--- src/rtl/uarch_rst_seq.sv ---
// Staged microreset sequencer: holds the selected core domains in reset while the flush
// controller requests it, then releases them one by one in ascending order with a stagger gap.
module uarch_rst_seq #(
   parameter int unsigned NUM_DOMAINS = 4,
   parameter int unsigned STAGGER_W   = 4,
   parameter int unsigned ASSERT_MIN  = 2
) (
   input  logic                   clk_i,
   input  logic                   rst_ni,
   input  logic                   rst_uarch_ni,
   input  logic [NUM_DOMAINS-1:0] dom_mask_i,
   input  logic [STAGGER_W-1:0]   stagger_i,
   output logic [NUM_DOMAINS-1:0] rst_dom_no,
   output logic                   busy_o,
   output logic                   done_o,
   output logic [15:0]            seq_cycles_o
);

   localparam int unsigned HoldW = (ASSERT_MIN < 1) ? 1 : $clog2(ASSERT_MIN + 1);

   localparam logic [1:0] StIdle    = 2'd0;
   localparam logic [1:0] StHold    = 2'd1;
   localparam logic [1:0] StRelease = 2'd2;
   localparam logic [1:0] StDone    = 2'd3;

   logic [1:0]             state_q, state_d;
   logic [NUM_DOMAINS-1:0] mask_q, mask_d;
   logic [NUM_DOMAINS-1:0] pending_q, pending_d;
   logic [STAGGER_W-1:0]   stag_q, stag_d;
   logic [HoldW-1:0]       hold_cnt_q, hold_cnt_d;
   logic [STAGGER_W-1:0]   gap_cnt_q, gap_cnt_d;
   logic [15:0]            seq_q, seq_d;
   logic [NUM_DOMAINS-1:0] dom_q, dom_d;
   logic                   busy_q, busy_d;
   logic                   done_q, done_d;

   logic [NUM_DOMAINS-1:0] lowest;
   logic [15:0]            seq_inc;
   logic                   hold_met;
   logic                   start;

   // Isolate the lowest set bit of the pending mask.
   assign lowest   = pending_q & (~pending_q + NUM_DOMAINS'(1));
   assign seq_inc  = (seq_q == 16'hFFFF) ? seq_q : seq_q + 16'd1;
   assign hold_met = (hold_cnt_q >= HoldW'(ASSERT_MIN));
   assign start    = ((state_q == StIdle) || (state_q == StDone)) && !rst_uarch_ni;

   always_comb begin
      state_d    = state_q;
      mask_d     = mask_q;
      pending_d  = pending_q;
      stag_d     = stag_q;
      hold_cnt_d = hold_cnt_q;
      gap_cnt_d  = gap_cnt_q;
      seq_d      = seq_q;
      dom_d      = dom_q;
      done_d     = 1'b0;

      case (state_q)
         StIdle: begin
         end
         StHold: begin
            seq_d = seq_inc;
            if (!hold_met) begin
               hold_cnt_d = hold_cnt_q + HoldW'(1);
            end
            if (rst_uarch_ni && hold_met) begin
               state_d   = StRelease;
               gap_cnt_d = '0;
            end
         end
         StRelease: begin
            seq_d = seq_inc;
            if (!rst_uarch_ni) begin
               // Retrigger: restart the hold with the mask latched at sequence start.
               state_d    = StHold;
               pending_d  = mask_q;
               dom_d      = ~mask_q;
               hold_cnt_d = HoldW'(1);
            end else if (pending_q == '0) begin
               state_d = StDone;
               done_d  = 1'b1;
            end else if (gap_cnt_q == '0) begin
               dom_d     = dom_q | lowest;
               pending_d = pending_q & ~lowest;
               gap_cnt_d = stag_q;
               if ((pending_q & ~lowest) == '0) begin
                  state_d = StDone;
                  done_d  = 1'b1;
               end
            end else begin
               gap_cnt_d = gap_cnt_q - STAGGER_W'(1);
            end
         end
         StDone: begin
            state_d = StIdle;
         end
         default: begin
            state_d = StIdle;
         end
      endcase

      if (start) begin
         state_d    = StHold;
         mask_d     = dom_mask_i;
         pending_d  = dom_mask_i;
         stag_d     = stagger_i;
         dom_d      = ~dom_mask_i;
         hold_cnt_d = HoldW'(1);
         seq_d      = 16'd1;
      end
   end

   assign busy_d = (state_d != StIdle);

   always_ff @(posedge clk_i or negedge rst_ni) begin
      if (!rst_ni) begin
         state_q    <= StIdle;
         mask_q     <= '0;
         pending_q  <= '0;
         stag_q     <= '0;
         hold_cnt_q <= '0;
         gap_cnt_q  <= '0;
         seq_q      <= '0;
         dom_q      <= '1;
         busy_q     <= 1'b0;
         done_q     <= 1'b0;
      end else begin
         state_q    <= state_d;
         mask_q     <= mask_d;
         pending_q  <= pending_d;
         stag_q     <= stag_d;
         hold_cnt_q <= hold_cnt_d;
         gap_cnt_q  <= gap_cnt_d;
         seq_q      <= seq_d;
         dom_q      <= dom_d;
         busy_q     <= busy_d;
         done_q     <= done_d;
      end
   end

   assign rst_dom_no   = dom_q;
   assign busy_o       = busy_q;
   assign done_o       = done_q;
   assign seq_cycles_o = seq_q;

endmodule

--- config.mk ---
export PLATFORM = sky130hd
export DESIGN_NAME = uarch_rst_seq
export DESIGN_NICKNAME = d
export VERILOG_FILES = /design/src/rtl/uarch_rst_seq.sv
export SDC_FILE = /design/constraint.sdc
export NUM_CORES = 1
export LEC_CHECK = 0
export BUFFER_PORTS_ARGS = -buffer_cell sky130_fd_sc_hd__buf_2
export CAP_MARGIN = 20
export CORE_ASPECT_RATIO = 1.4
export CORE_MARGIN = 1
export CORE_UTILIZATION = 52
export DETAILED_ROUTE_END_ITERATION = 6
export PLACE_DENSITY = 0.82
export SLEW_MARGIN = 0
export SYNTH_ARGS = -nofsm -noshare
export SYNTH_HDL_FRONTEND = slang
export SYNTH_SLANG_ARGS = --single-unit
--- constraint.sdc ---
create_clock -name clk_i -period 1.85 [get_ports clk_i]
set_clock_uncertainty 0.1 [all_clocks]
set_input_delay 0.185 -clock clk_i [delete_from_list [all_inputs] [get_ports clk_i]]
set_output_delay 0.185 -clock clk_i [all_outputs]
set_load 0.02 [all_outputs]
# Yosys cells after proc, flatten, opt, wreduce, memory -nomap -nowiden
# Index checks and enable logic that the tools add are counted.
word_totals:
  wordCells: 86
  regBits: 42
  output_inout_bits: 22
  input_bits: 11
op_classes:
  add_sub_neg: 4
  reduce_logical: 18
  eq_ne: 12
  n_mux: 34
  n_lt_le_gt_ge: 1
  bitwise: 7
ops:
  columns: ["cell", "n"]
  rows:
  - ["2-to-1 mux 4 bit", 14]
  - ["2-to-1 mux 16 bit", 3]
  - ["2-to-1 mux 2 bit", 9]
  - ["adder 16 x 1 -> 16 bit, second input constant", 1]
  - ["equality test 16 bit, second input constant", 1]
  - ["NOT 4 bit", 4]
  - ["zero test 4 bit", 3]
  - ["inequality test 3 bit, second input constant", 3]
  - ["AND 4 bit", 2]
  - ["inequality test 2 bit, second input constant", 4]
  - ["one-hot mux 4 bit (2 select lines)", 1]
  - ["nonzero test 2 bit", 4]
  - ["one-hot mux 2 bit (3 select lines)", 1]
  - ["AND reduction 3 bit", 2]
  - ["2-to-1 mux 1 bit", 5]
  - ["adder 4 x 1 -> 4 bit, second input constant", 1]
  - ["equality test 2 bit, second input constant", 2]
  - ["bitwise OR 4 bit", 1]
  - ["one-hot mux 2 bit (2 select lines)", 1]
  - ["AND reduction 4 bit", 1]
  - ["subtractor 4 x 1 -> 4 bit, second input constant", 1]
  - ["inequality test 3 x 1 -> 1 bit, second input constant", 1]
  - ["nonzero test 3 bit", 1]
  - ["adder 2 x 1 -> 2 bit, second input constant", 1]
  - ["other kinds (8)", 9]

# Longest topological paths before layout
logic_depth:
  depth_word: 13
  depth_mapped: 7
  ltp_nobuf: 6

# Least setup slack after synthesis
# Ideal clock, no wire load.
synth_path:
  path_type: "reg2reg"
  from: "register seq_q[0] (netlist: seq_cycles_o[0])"
  to: "register seq_q[7] (netlist: seq_cycles_o[7])"
  path_stages_with_launch: 7
  path_slack_ns: -0.241
  required_ns: 1.670
  t_arrival_ns: 1.911
  synth_period_minus_slack_ns: 2.091
  setup_ns: 0.080
  n_path_buf: 1
  path_cell_list: "dfrtp_1 -> ha_1 -> nand3_1 -> or4_1 -> buf_2 -> o2111ai_1 -> mux2i_1"
synth_between:
  elab_chain_cells: 4
  elab_cells_between_ends: 7
  classes_between: "1 x add/sub; 2 x eq/ne; 3 x mux; 1 x reduce/logical"
synth_rtl:
  columns: ["element", "line_no", "rtl"]
  rows:
  - ["from (decl)", "32", "logic [15:0] seq_q, seq_d;"]
  - ["from (signal assigned)", "135", "seq_q <= seq_d;"]
  - ["adder 16 x 1 -> 16 bit", "44", "assign seq_inc = (seq_q == 16'hFFFF) ? seq_q : seq_q + 16'd1;"]
  - ["2-to-1 mux 16 bit", "44", null]
  - ["2-to-1 mux 16 bit", "59", "case (state_q)"]
  - ["2-to-1 mux 16 bit", "103", "if (start) begin"]
# Parallel ways exist; a longest one is shown, timed or not. The select of a mux whose other input is x is not followed.
# A chain may end at the register's enable or synchronous reset.

# Final worst setup path
layout_path:
  from: "register gap_cnt_q[0]"
  to: "register busy_q (netlist: busy_o)"
layout_between:
  elab_chain_cells: 7
layout_rtl:
  columns: ["element", "line_no", "rtl"]
  rows:
  - ["from (decl)", "31", "logic [STAGGER_W-1:0] gap_cnt_q, gap_cnt_d;"]
  - ["from (signal assigned)", "134", "gap_cnt_q <= gap_cnt_d;"]
  - ["zero test 4 bit", "83", "end else if (gap_cnt_q == '0) begin"]
  - ["2-to-1 mux 2 bit", "83", null]
  - ["2-to-1 mux 2 bit", "80", "end else if (pending_q == '0) begin"]
  - ["2-to-1 mux 2 bit", "74", "if (!rst_uarch_ni) begin"]
  - ["one-hot mux 2 bit (3 select lines)", "59", null]
  - ["2-to-1 mux 2 bit", "103", null]
  - ["nonzero test 2 bit", "114", "assign busy_d = (state_d != StIdle);"]
  - ["named net busy_d", "34", "logic busy_q, busy_d;"]
  - ["to (signal assigned)", "137", "busy_q <= busy_d;"]
  - ["to (decl)", "34", null]
# The timed path passes the listed nets, and every way through them passes these cells.

==> reports/metrics.cfg <==
[synth]
syn_inst = 275
synth-seq-cells = 42
synth-edff-count = 0
async_flop_share = 1.000
yosysTopAreaCell = dfrtp_1
synth_top_area_share = 0.3913
ys_types = 54
avgSynthCellArea_um2 = 8.836
yosysSeqAreaShare = 0.4346
syn-num-nets = 293
synthTopCellsByArea = dfrtp_1 (39%), nand2_1 (7.7%), a21oi_1 (4.3%)
ys_dominant_reg_cell = dfrtp_1
ys.warnings.count = 0
netlist_area_um2 = 2430

[floorplan]
initial_core_util = 0.5400
die_h_um = 82.88
rows = 29
die-width_um = 59.77
coreArea_um2 = 4499
ios = 33
dieArea_um2 = 4954

[sta]
drv_slew = 0
min_period_ns = 2.004
tightestPinTransition_ns = 0.4853
setup_viol = 9
max_freq_ghz = 0.4991
whs_ns = 0.007605
tns_ns = -0.6610
timing.final.ws_setup_ns = -0.1535
fin_crit_sh = 1.083
hold_violations = 0
slew_headroom = 0.6765
rsz0062_at_grt = yes

[global_route]
antenna_found_initial = 0
grt_pass1_vias = 2528
grt_use_total = 0.2914
grt_max_degree = 20
grt_overflow = 0
grt_pass1_wl_um = 10980

[pwr]
leakage_nw = 1.642
swShare = 0.4093
p_int_mw = 2.702
p_seq_frac = 0.317
vdd_drop_max_uv = 956.9
power_density_nw_per_um2 = 1302
p_sw_mw = 1.872
comb_power_share = 0.522
clkPwrFrac = 0.161

[cells_and_area]
diodes = 0
drive_gt1_frac = 0.4282
fin_nets = 393
syn_to_final_growth_pct = 44.54

[setup_path]
endpoint_kind = flip-flop
critPathBufInv = 1
worstPathCellList = inv_2 > ha_4 > or3b_4 > a2111oi_4 > nor4_2 > o22ai_1
worstSetupPathType = flip-flop to flip-flop
cpMaxStageDelayCell = a2111oi_4
crit_fanout = 4
start_kind = flip-flop
critPathRequiredTime_ns = 1.95
cp_top_family = compound AO/OA/AOI/OAI gates
cp_slowest_stage_delay_ns = 0.43
cp.arrival_ns = 2.11

[clock_network]
cts_buffers = 5
h-tree-depth = 2
insertion_delay_ns = 0.31
cts_tree = yes
clock_path_buffers = 2
clkTransAtPathRegs_ns = 0.09
clock-root-buffer = clkbuf_8
clock-sinks = 42

[status]
status = complete, but fails checks
violations = negative setup slack

[drt]
drt_iter0_markers = 231
drc = 0
ant_nets = 0
via_count = 2589
avgRoutedWirePerCell_um = 16.82
drt_first_pass_iters = 4
drt_wl_total_um = 7368
vias_per_cell = 5.911

[placement]
gp_congestion = 0.8358
port_buffers = 32
hpwl_um = 4895

[worst_hold_path]
min_path_type = primary input to flip-flop

[flow_run]
maxCapViolations = 0

-- worst reg2reg max path, delay by kind of cell, from the launching register on --
kind / cells / cell delay (ns)
AOI/OAI and AO/OA: 2 / 0.67
and+or+nand+nor: 2 / 0.55
DFF: 1 / 0.39
adders and majority gates: 1 / 0.13
buffers and inverters: 1 / 0.08
-- layout make-up --
cell class	count	area, um2
clock buffers	6	72.57
clock inverters	2	37.54
fillers	300	987.2
inverters	15	56.30
multi-input cells	205	1459
flip-flops and latches	42	1069
well taps	62	77.57
repair buffers	106	740.7
-- flip-flops by register name, summed over array words and instances, names as in the netlist --
signal        flops
pending_q         4
mask_q            4
rst_dom_no        4
state_q           2
hold_cnt_q        2
busy_o            1
gap_cnt_q         4
done_o            1
stag_q            4
seq_cycles_o     16
-- power by group through the flow --
stage                     Sequential, mW  Combinational, mW  Clock [mW]
after floorplan                     1.56               1.14           0
after global placement              1.43               2.00           0
after detailed placement            1.44               2.07           0
after CTS                           1.43               2.17       0.744
after global routing                1.48               2.58       0.786
final                               1.45               2.39       0.738
-- routing by layer --
metal | routed length, um | up-vias | global-route usage | part of all wire
met4 | 194 | 0 | 0.1290 | 0.026
met2 | 4049 | 86 | 0.5253 | 0.55
met5 | 0 | - | 0 | 0
met3 | 287 | 19 | 0.04517 | 0.039
met1 | 2837 | 1286 | 0.3200 | 0.39
li1 | - | 1198 | - | -
-- through the flow --
step	setup WS, ns	total power [mW]	cells	utilization	area (um2)
detailed placement	-0.09863	3.509	415	0.6944	3124
CTS	-0.07378	4.350	432	0.7475	3363
global placement	-0.06970	3.426	415	0.6944	3124
floorplan	-0.06200	2.695	275	-	2517
finish	-0.1535	4.574	438	0.7806	3512
global route	-0.2320	4.839	438	0.7806	3512
-- layout by cell type, fill, tap and decap left out, drive strengths merged, types with 5 or more instances in the layout --
cell,n
buf,99
ha,7
inv,15
o21ai,12
clkbuf,6
a21oi,21
dlygate4sd3,7
dfrtp,38
nand2,50
nor4,6
nor3,9
mux2i,9
o211ai,6
nor2,15
nor3b,5
nand3,7
-- timing repair --
action / in CTS / in global routing
endpoints found under the setup margin: 13 / 22
pin swaps: 4 / 3
gates resized for setup: 12 / 23
hold endpoints to repair: 21 / 0
buffers inserted: 2 / 6
hold buffers: 7 / 0
-- cells in the mapped netlist, types with 2 or more instances --
cell	number
nand2_1	50
dfrtp_1	38
a21oi_1	21
inv_1	15
nor2_1	15
o21ai_0	10
mux2i_1	9
nor3_1	9
clkbuf_1	7
ha_1	7
nand3_1	6
nor4_1	6
o211ai_1	6
nor3b_1	5
a21o_1	4
and2_1	4
dfstp_2	4
o31ai_1	4
a211o_1	3
a211oi_1	3
buf_1	3
nand4_1	3
o2111ai_1	3
o22ai_1	3
or3_1	3
or4_1	3
a31oi_1	2
and4b_1	2
nand2b_1	2
-- path summary, 6_finish.rpt --
check | from | end | slack [ns] | cells after the start
min reg2reg | rst_dom_no[3]$_DFFE_PN1P_ | rst_dom_no[3]$_DFFE_PN1P_ | 0.37 | 2
max reg2reg | gap_cnt_q[0]$_DFFE_PN0P_ | busy_o$_DFF_PN0_ | -0.15 | 6
min | dom_mask_i[1] | mask_q[1]$_DFFE_PN0P_ | 0.008 | 3
max | gap_cnt_q[0]$_DFFE_PN0P_ | busy_o$_DFF_PN0_ | -0.15 | 6
max in group asynchronous | rst_ni | rst_dom_no[3]$_DFFE_PN1P_ | 0.74 | 3
min in group asynchronous | rst_ni | seq_cycles_o[14]$_DFFE_PN0P_ | 0.26 | 2
-- cells by family after synthesis --
kind of cell / count (synthesis) / share of synthesized area
and+or+nand+nor: 117 / 0.2451
buffers and inverters: 28 / 0.04737
muxes: 10 / 0.04171
DFF: 42 / 0.4346
AOI/OAI and AO/OA: 71 / 0.1952
adders and majority gates: 7 / 0.03604
(Power assumes the default switching activity.)
